$ cat config.mk
export PLATFORM = sky130hd
export DESIGN_NAME = fft_out_serializer
export DESIGN_NICKNAME = d
export VERILOG_FILES = /design/src/rtl/fft_pkg.sv /design/src/rtl/fft_out_serializer.sv
export SDC_FILE = /design/constraint.sdc
export NUM_CORES = 2
export LEC_CHECK = 0
export CAP_MARGIN = 10
export CORE_AREA = 2 2 774 776
export CTS_CLUSTER_DIAMETER = 120
export DETAILED_ROUTE_END_ITERATION = 12
export DIE_AREA = 0 0 776 778
export PLACE_DENSITY = 0.35
export SLEW_MARGIN = 0
export SYNTH_ARGS = -nofsm -noshare
export SYNTH_HDL_FRONTEND = slang
export SYNTH_SLANG_ARGS = --single-unit
$ cat constraint.sdc
create_clock -name CLK -period 81.8 [get_ports CLK]
set_input_delay 8.18 -clock CLK [delete_from_list [all_inputs] [get_ports CLK]]
set_output_delay 8.18 -clock CLK [all_outputs]
set_load 0.01 [all_outputs]
$ cat src/rtl/fft_pkg.sv
`default_nettype none
// ============================================================================
//  Module   : fft_pkg
//  Brief    : Shared word format, frame size, state encoding and index helper
//             for the 32-point FFT datapath.
//  Revision : 1.0
// ============================================================================
package fft_pkg;

    localparam int I_DEF = 19;
    localparam int F_DEF = 11;
    localparam int N_DEF = 32;
    localparam int W     = I_DEF + F_DEF;
    localparam int LOG2N = $clog2(N_DEF);

    typedef logic [0:0] state_t;
    localparam state_t c_IDLE   = 1'b0;
    localparam state_t c_STREAM = 1'b1;

    // Reverses the low nbits of idx; bits above nbits come back as zero.
    function automatic logic [31:0] bitrev(input logic [31:0] idx, input int nbits);
        logic [31:0] r;
        r = '0;
        for (int b = 0; b < 32; b++) begin
            if (b < nbits) begin
                r[nbits-1-b] = idx[b];
            end
        end
        return r;
    endfunction

endpackage
`default_nettype wire

$ cat src/rtl/fft_out_serializer.sv
`default_nettype none
// ============================================================================
//  Module   : fft_out_serializer
//  Brief    : Snapshots a parallel FFT result frame and streams it out one
//             complex sample per cycle over a valid/ready handshake.
//  Revision : 1.0
// ============================================================================
module fft_out_serializer
    import fft_pkg::*;
#(
    parameter int I      = I_DEF,
    parameter int F      = F_DEF,
    parameter int N      = N_DEF,
    parameter int BITREV = 0
) (
    input  logic                     CLK,
    input  logic                     RST,
    input  logic                     CAP,
    input  logic [N*(I+F)-1:0]       IN_R_BUS,
    input  logic [N*(I+F)-1:0]       IN_I_BUS,
    input  logic                     O_READY,
    output logic                     O_VALID,
    output logic [I+F-1:0]           O_R,
    output logic [I+F-1:0]           O_I,
    output logic [$clog2(N)-1:0]     O_IDX,
    output logic                     O_LAST,
    output logic                     BUSY,
    output logic                     OVERRUN
);

    localparam int c_W     = I + F;
    localparam int c_LOG2N = $clog2(N);
    localparam logic [c_LOG2N-1:0] c_LAST_IDX = c_LOG2N'(N - 1);

    state_t               r_state;
    state_t               w_state_nxt;
    logic [c_LOG2N-1:0]   r_count;
    logic [c_LOG2N-1:0]   w_count_nxt;
    logic [c_LOG2N-1:0]   w_ord;
    logic                 w_xfer;
    logic                 w_cap_en;
    logic                 w_load;
    logic                 w_valid_nxt;
    logic                 w_last_nxt;
    logic                 w_ovr_nxt;

    logic [c_W-1:0]       r_bank_r [N];
    logic [c_W-1:0]       r_bank_i [N];
    logic [c_W-1:0]       w_elem_r;
    logic [c_W-1:0]       w_elem_i;

    logic                 r_valid;
    logic                 r_last;
    logic                 r_ovr;
    logic [c_W-1:0]       r_o_r;
    logic [c_W-1:0]       r_o_i;
    logic [c_LOG2N-1:0]   r_o_idx;

    assign w_xfer = r_valid & O_READY;

    always_comb begin
        w_state_nxt = r_state;
        w_count_nxt = r_count;
        w_cap_en    = 1'b0;
        w_load      = 1'b0;
        w_valid_nxt = r_valid;
        w_last_nxt  = r_last;
        w_ovr_nxt   = 1'b0;
        case (r_state)
            c_IDLE: begin
                if (CAP) begin
                    w_state_nxt = c_STREAM;
                    w_count_nxt = '0;
                    w_cap_en    = 1'b1;
                    w_load      = 1'b1;
                    w_valid_nxt = 1'b1;
                    w_last_nxt  = (c_LAST_IDX == '0);
                end
            end
            c_STREAM: begin
                if (w_xfer && (r_count == c_LAST_IDX)) begin
                    // A capture landing on the final transfer chains frames with no bubble.
                    if (CAP) begin
                        w_count_nxt = '0;
                        w_cap_en    = 1'b1;
                        w_load      = 1'b1;
                        w_valid_nxt = 1'b1;
                        w_last_nxt  = (c_LAST_IDX == '0);
                    end else begin
                        w_state_nxt = c_IDLE;
                        w_valid_nxt = 1'b0;
                        w_last_nxt  = 1'b0;
                    end
                end else begin
                    if (w_xfer) begin
                        w_count_nxt = r_count + 1'b1;
                        w_load      = 1'b1;
                        w_last_nxt  = ((r_count + 1'b1) == c_LAST_IDX);
                    end
                    w_ovr_nxt = CAP;
                end
            end
            default: begin
                w_state_nxt = c_IDLE;
                w_valid_nxt = 1'b0;
                w_last_nxt  = 1'b0;
            end
        endcase
    end

    generate
        if (BITREV != 0) begin : g_bitrev
            assign w_ord = c_LOG2N'(bitrev(32'(w_count_nxt), c_LOG2N));
        end else begin : g_natural
            assign w_ord = w_count_nxt;
        end
    endgenerate

    // On capture the bank is being written this edge, so element 0 comes straight from the bus.
    assign w_elem_r = w_cap_en ? IN_R_BUS[0 +: c_W] : r_bank_r[w_ord];
    assign w_elem_i = w_cap_en ? IN_I_BUS[0 +: c_W] : r_bank_i[w_ord];

    always_ff @(posedge CLK) begin
        if (w_cap_en) begin
            for (int k = 0; k < N; k++) begin
                r_bank_r[k] <= IN_R_BUS[k*c_W +: c_W];
                r_bank_i[k] <= IN_I_BUS[k*c_W +: c_W];
            end
        end
    end

    always_ff @(posedge CLK) begin
        if (RST) begin
            r_state <= c_IDLE;
            r_count <= '0;
            r_valid <= 1'b0;
            r_last  <= 1'b0;
            r_ovr   <= 1'b0;
            r_o_r   <= '0;
            r_o_i   <= '0;
            r_o_idx <= '0;
        end else begin
            r_state <= w_state_nxt;
            r_count <= w_count_nxt;
            r_valid <= w_valid_nxt;
            r_last  <= w_last_nxt;
            r_ovr   <= w_ovr_nxt;
            if (w_load) begin
                r_o_r   <= w_elem_r;
                r_o_i   <= w_elem_i;
                r_o_idx <= w_ord;
            end
        end
    end

    assign O_VALID = r_valid;
    assign O_R     = r_o_r;
    assign O_I     = r_o_i;
    assign O_IDX   = r_o_idx;
    assign O_LAST  = r_last;
    assign BUSY    = (r_state == c_STREAM);
    assign OVERRUN = r_ovr;

endmodule
`default_nettype wire

==> metrics.md <==
| Metric | Value |
|---|---|
| Status | `complete, no violations` |
| Clk sinks | `1994` |
| Final Net Count | `8927` |
| Worst-path clk slew | `0.06 ns` |
| Mapped Cells | `4908` |
| FFs w/ async S/R, synth | `0%` |
| Worst r2r path cells | `12` |
| Filler cells | `64000` |
| Final Hold Fails | `0` |
| Wire length per cell | `32.1 um` |
| Antenna viol nets, final | `0` |
| Vias after detailed routing | `56000` |
| Pwr per Cell Area | `22.9 nW/um2` |
| CTS tree | `built` |
| Crit path cell chain | `clkdlybuf4s50_1, nand3_1, nand2_1, and2_4, buf_12, buf_4, buf_4, buf_4, buf_4, buf_4` |
| Share of cells above drive strength 1 | `11.2%` |
| Cell Area, Synth | `77100 um2` |
| Max Root-Sink Buffers | `4` |
| RSZ-0062 raised after global routing | `false` |
| Maximum vdd ir drop | `15.6 uV` |
| Maxcap violations | `0` |
| CP Max Fanout | `149` |
| Largest net degree at the start of global routing | `176` |
| Io pins | `1993` |
| Hold Path Cell Cnt | `2` |
| Hold Crit Class | `reg2reg` |
| Worst-skew pair later-pin latency | `0.95 ns` |
| Final wirelength | `488000 um` |
| Starting Density | `12.9%` |
| Leak | `38.1 nW` |
| CP delay by family, top | `buffers and inverters` |
| Root buffer cell | `clkbuf_16` |
| Final Setup Violations | `0` |
| Core footprint | `596000 um2` |
| Minimum clock period | `14.38 ns` |
| Row count | `284` |
| Port Buffers | `1992` |
| Final clock skew | `0.0552 ns` |
| CTS buffer count | `275` |
| Sequential power share | `45.3%` |
| Final-report max-slew violation count | `0` |
| Sw Pwr | `0.654 mW` |
| Die span in y | `778 um` |
| HPWL after detailed placement | `381000 um` |
| Placer Congestion | `0.814` |
| Clock network power share | `45.8%` |
| Register area share after synthesis | `76.7%` |
| Resize count post-CTS | `0` |
| Slew headroom | `8.96%` |
| Total nets after synthesis | `6835` |
| CTS H-Tree Depth | `5` |
| DR DRC count | `0` |
| Worst slack, placed | `66.22 ns` |
| Period utilization | `17.6%` |
| Final setup TNS | `0 ns` |
| Vias in the first global route | `57800` |
| Post-CTS setup repair buffer count | `0` |
| WP depth | `10` |
| Die width | `776 um` |
| All-Layer GR Usage | `15.4%` |
| Most used DFF post-synth | `edfxtp_1` |
| Logic pwr share | `8.9%` |
| Register bit total from synthesis | `1994` |
| Drt initial violations | `4898` |
| Most used cell, CP | `buf_4` |
| WP data arrival | `14.91 ns` |
| Area grow syn2layout | `51.3%` |
| Synth warn | `0` |
| Startpoint class of the critical path | `input port` |
| P_int | `2.02 mW` |
| Fmax | `0.0695 GHz` |
| Worst Tran Pin Value | `1.36 ns` |
| Critical path buffers and inverters | `7` |
| Crit path capture type | `register` |
| Remaining global-route overflow | `0` |
| Syn avg cell area | `15.7 um2` |
| Yosys cell types | `57` |
| First-pass GRT wire length | `612000 um` |
| EDFF count, synth | `1920` |
| Hold_buf cts | `0` |
| Die Area | `604000 um2` |
| Initial antenna violation count | `401` |
| Drt pass-1 iters | `6` |
| WP data required | `82.33 ns` |
| Vias per inst | `3.68` |
| Switch share | `24.4%` |
| Slowest CP cell | `buf_4` |
| Final hold slack | `0.497 ns` |
| Critical path type | `in2reg` |
| Critical Path Max Stage Delay | `0.88 ns` |
| Final worst-path setup slack | `67.42 ns` |
## flip-flops by register name, indices dropped and copies added, names as in the netlist
signal and cells:
r_bank_i 960, r_bank_r 960, O_I 30, O_R 30
O_IDX 5, r_count 5, BUSY 1, OVERRUN 1
O_LAST 1, O_VALID 1
## routing by layer
| layer | vias to the layer above | track usage [%] | routed length, um |
|---|---|---|---|
| met2 | 2903 | 23.5 | 211000 |
| met4 | 242 | 3.81 | 13700 |
| met3 | 840 | 5.30 | 46100 |
| met5 | - | 0 | 1570 |
| li1 | 23600 | - | - |
| met1 | 28400 | 20.8 | 216000 |
## area by class of cell
type | count | area, um2 | area share (%)
Sequential cell | 1994 | 59100 | 50.7
Multi-Input combinational cell | 2561 | 17000 | 14.6
Inverter | 1 | 3.75 | 0.00321
Timing Repair Buffer | 2167 | 21400 | 18.4
Clock inverter | 147 | 1660 | 1.42
Clock buffer | 350 | 7330 | 6.28
Tap cell | 7865 | 9840 | 8.43
Antenna cell | 122 | 305 | 0.261
## power groups by stage
stage | Clock, mW | Combinational (mW) | Sequential, mW
2_1_floorplan | 0 | 0.0679 | 1.36
3_3_place_gp | 0 | 0.242 | 1.23
3_5_place_dp | 0 | 0.243 | 1.23
4_1_cts | 1.27 | 0.244 | 1.21
5_1_grt | 1.30 | 0.254 | 1.22
6_report | 1.23 | 0.237 | 1.21
## worst register-to-register path: stages, from the launching register on
cell and delay [ns]:
dfxtp_1 0.49, ha_1 0.28, and3_1 0.18, ha_1 0.26, nand3_1 0.17, nand2_1 0.21, and2_4 0.64, buf_12 0.68
buf_4 0.76, buf_4 0.86, buf_4 0.77, buf_4 0.87, buf_4 0.93
## layout by cell type (no fill, tap or decap), types with 33 or more instances in the layout
master              n
a211oi_1          120
a21oi_1            46
a22oi_1            86
a311oi_1          163
a31oi_1           110
and3_1            239
buf_4             156
clkbuf_1           63
clkbuf_16         279
clkdlybuf4s50_1  1991
clkinv_1           44
dfxtp_1            74
diode_2           122
edfxtp_1         1920
mux2i_1            46
mux4_2            135
nand2_1          1061
nand3_1           194
o21a_1             33
o21ai_1            35
## cells by family after synthesis
family / after synthesis / synth area share [%]
AO/OA/AOI/OAI: 832 / 8.04
XOR/XNOR: 2 / 0.0227
adder cells (fa/ha/maj): 3 / 0.0487
buffers and inverters: 353 / 2.00
flip-flops: 1994 / 76.7
multiplexers: 181 / 4.54
AND/OR/NAND/NOR: 1543 / 8.70
## final timing paths
kind                          from                    endpoint  slack [ns]
max                        O_READY  r_bank_r[28][14]$_DFFE_PP_       67.42
min          O_IDX[0]$_SDFFE_PP0P_       O_IDX[0]$_SDFFE_PP0P_        0.50
max reg2reg  r_count[1]$_SDFF_PP0_  r_bank_r[28][14]$_DFFE_PP_       74.25
min reg2reg  O_IDX[0]$_SDFFE_PP0P_       O_IDX[0]$_SDFFE_PP0P_        0.50
## Yosys cell counts, types with 2 or more instances
master,instances,area [um2]
a211oi_1,121,908
a21o_1,24,180
a21oi_1,50,250
a221oi_1,36,315
a221oi_2,4,60.1
a222oi_1,6,60.1
a22o_1,26,228
a22oi_1,90,676
a311oi_1,185,1620
a31o_1,2,17.5
a31o_2,9,78.8
a31oi_1,121,757
and2_1,3,18.8
and3_1,239,1500
buf_1,27,101
buf_2,114,571
buf_4,10,75.1
buf_6,5,56.3
clkbuf_1,196,736
dfxtp_1,74,1480
edfxtp_1,1920,57700
ha_1,3,37.5
mux2i_1,46,460
mux4_2,135,3040
nand2_1,1063,3990
nand3_1,195,976
nand4_1,2,12.5
nor2_1,23,86.3
nor2_2,2,12.5
nor3_1,2,10.0
nor3b_1,2,15.0
nor4_1,3,18.8
o2111ai_1,27,236
o211ai_1,10,75.1
o21a_1,34,255
o21ai_0,59,295
o21ai_1,15,75.1
o22ai_1,4,25.0
o31ai_1,2,15.0
xor2_1,2,17.5
## metrics by stage
stage          std cells  utilization, %  cell area, um2  total power, mW
2_1_floorplan       4908               -           77100             1.43
3_3_place_gp       14600            18.0          107000             1.48
3_5_place_dp       14600            18.0          107000             1.48
4_1_cts            15100            19.5          116000             2.73
5_1_grt            15100            19.6          117000             2.77
6_report           15200            19.6          117000             2.68
No activity file was read; power rests on OpenSTA's default activity.
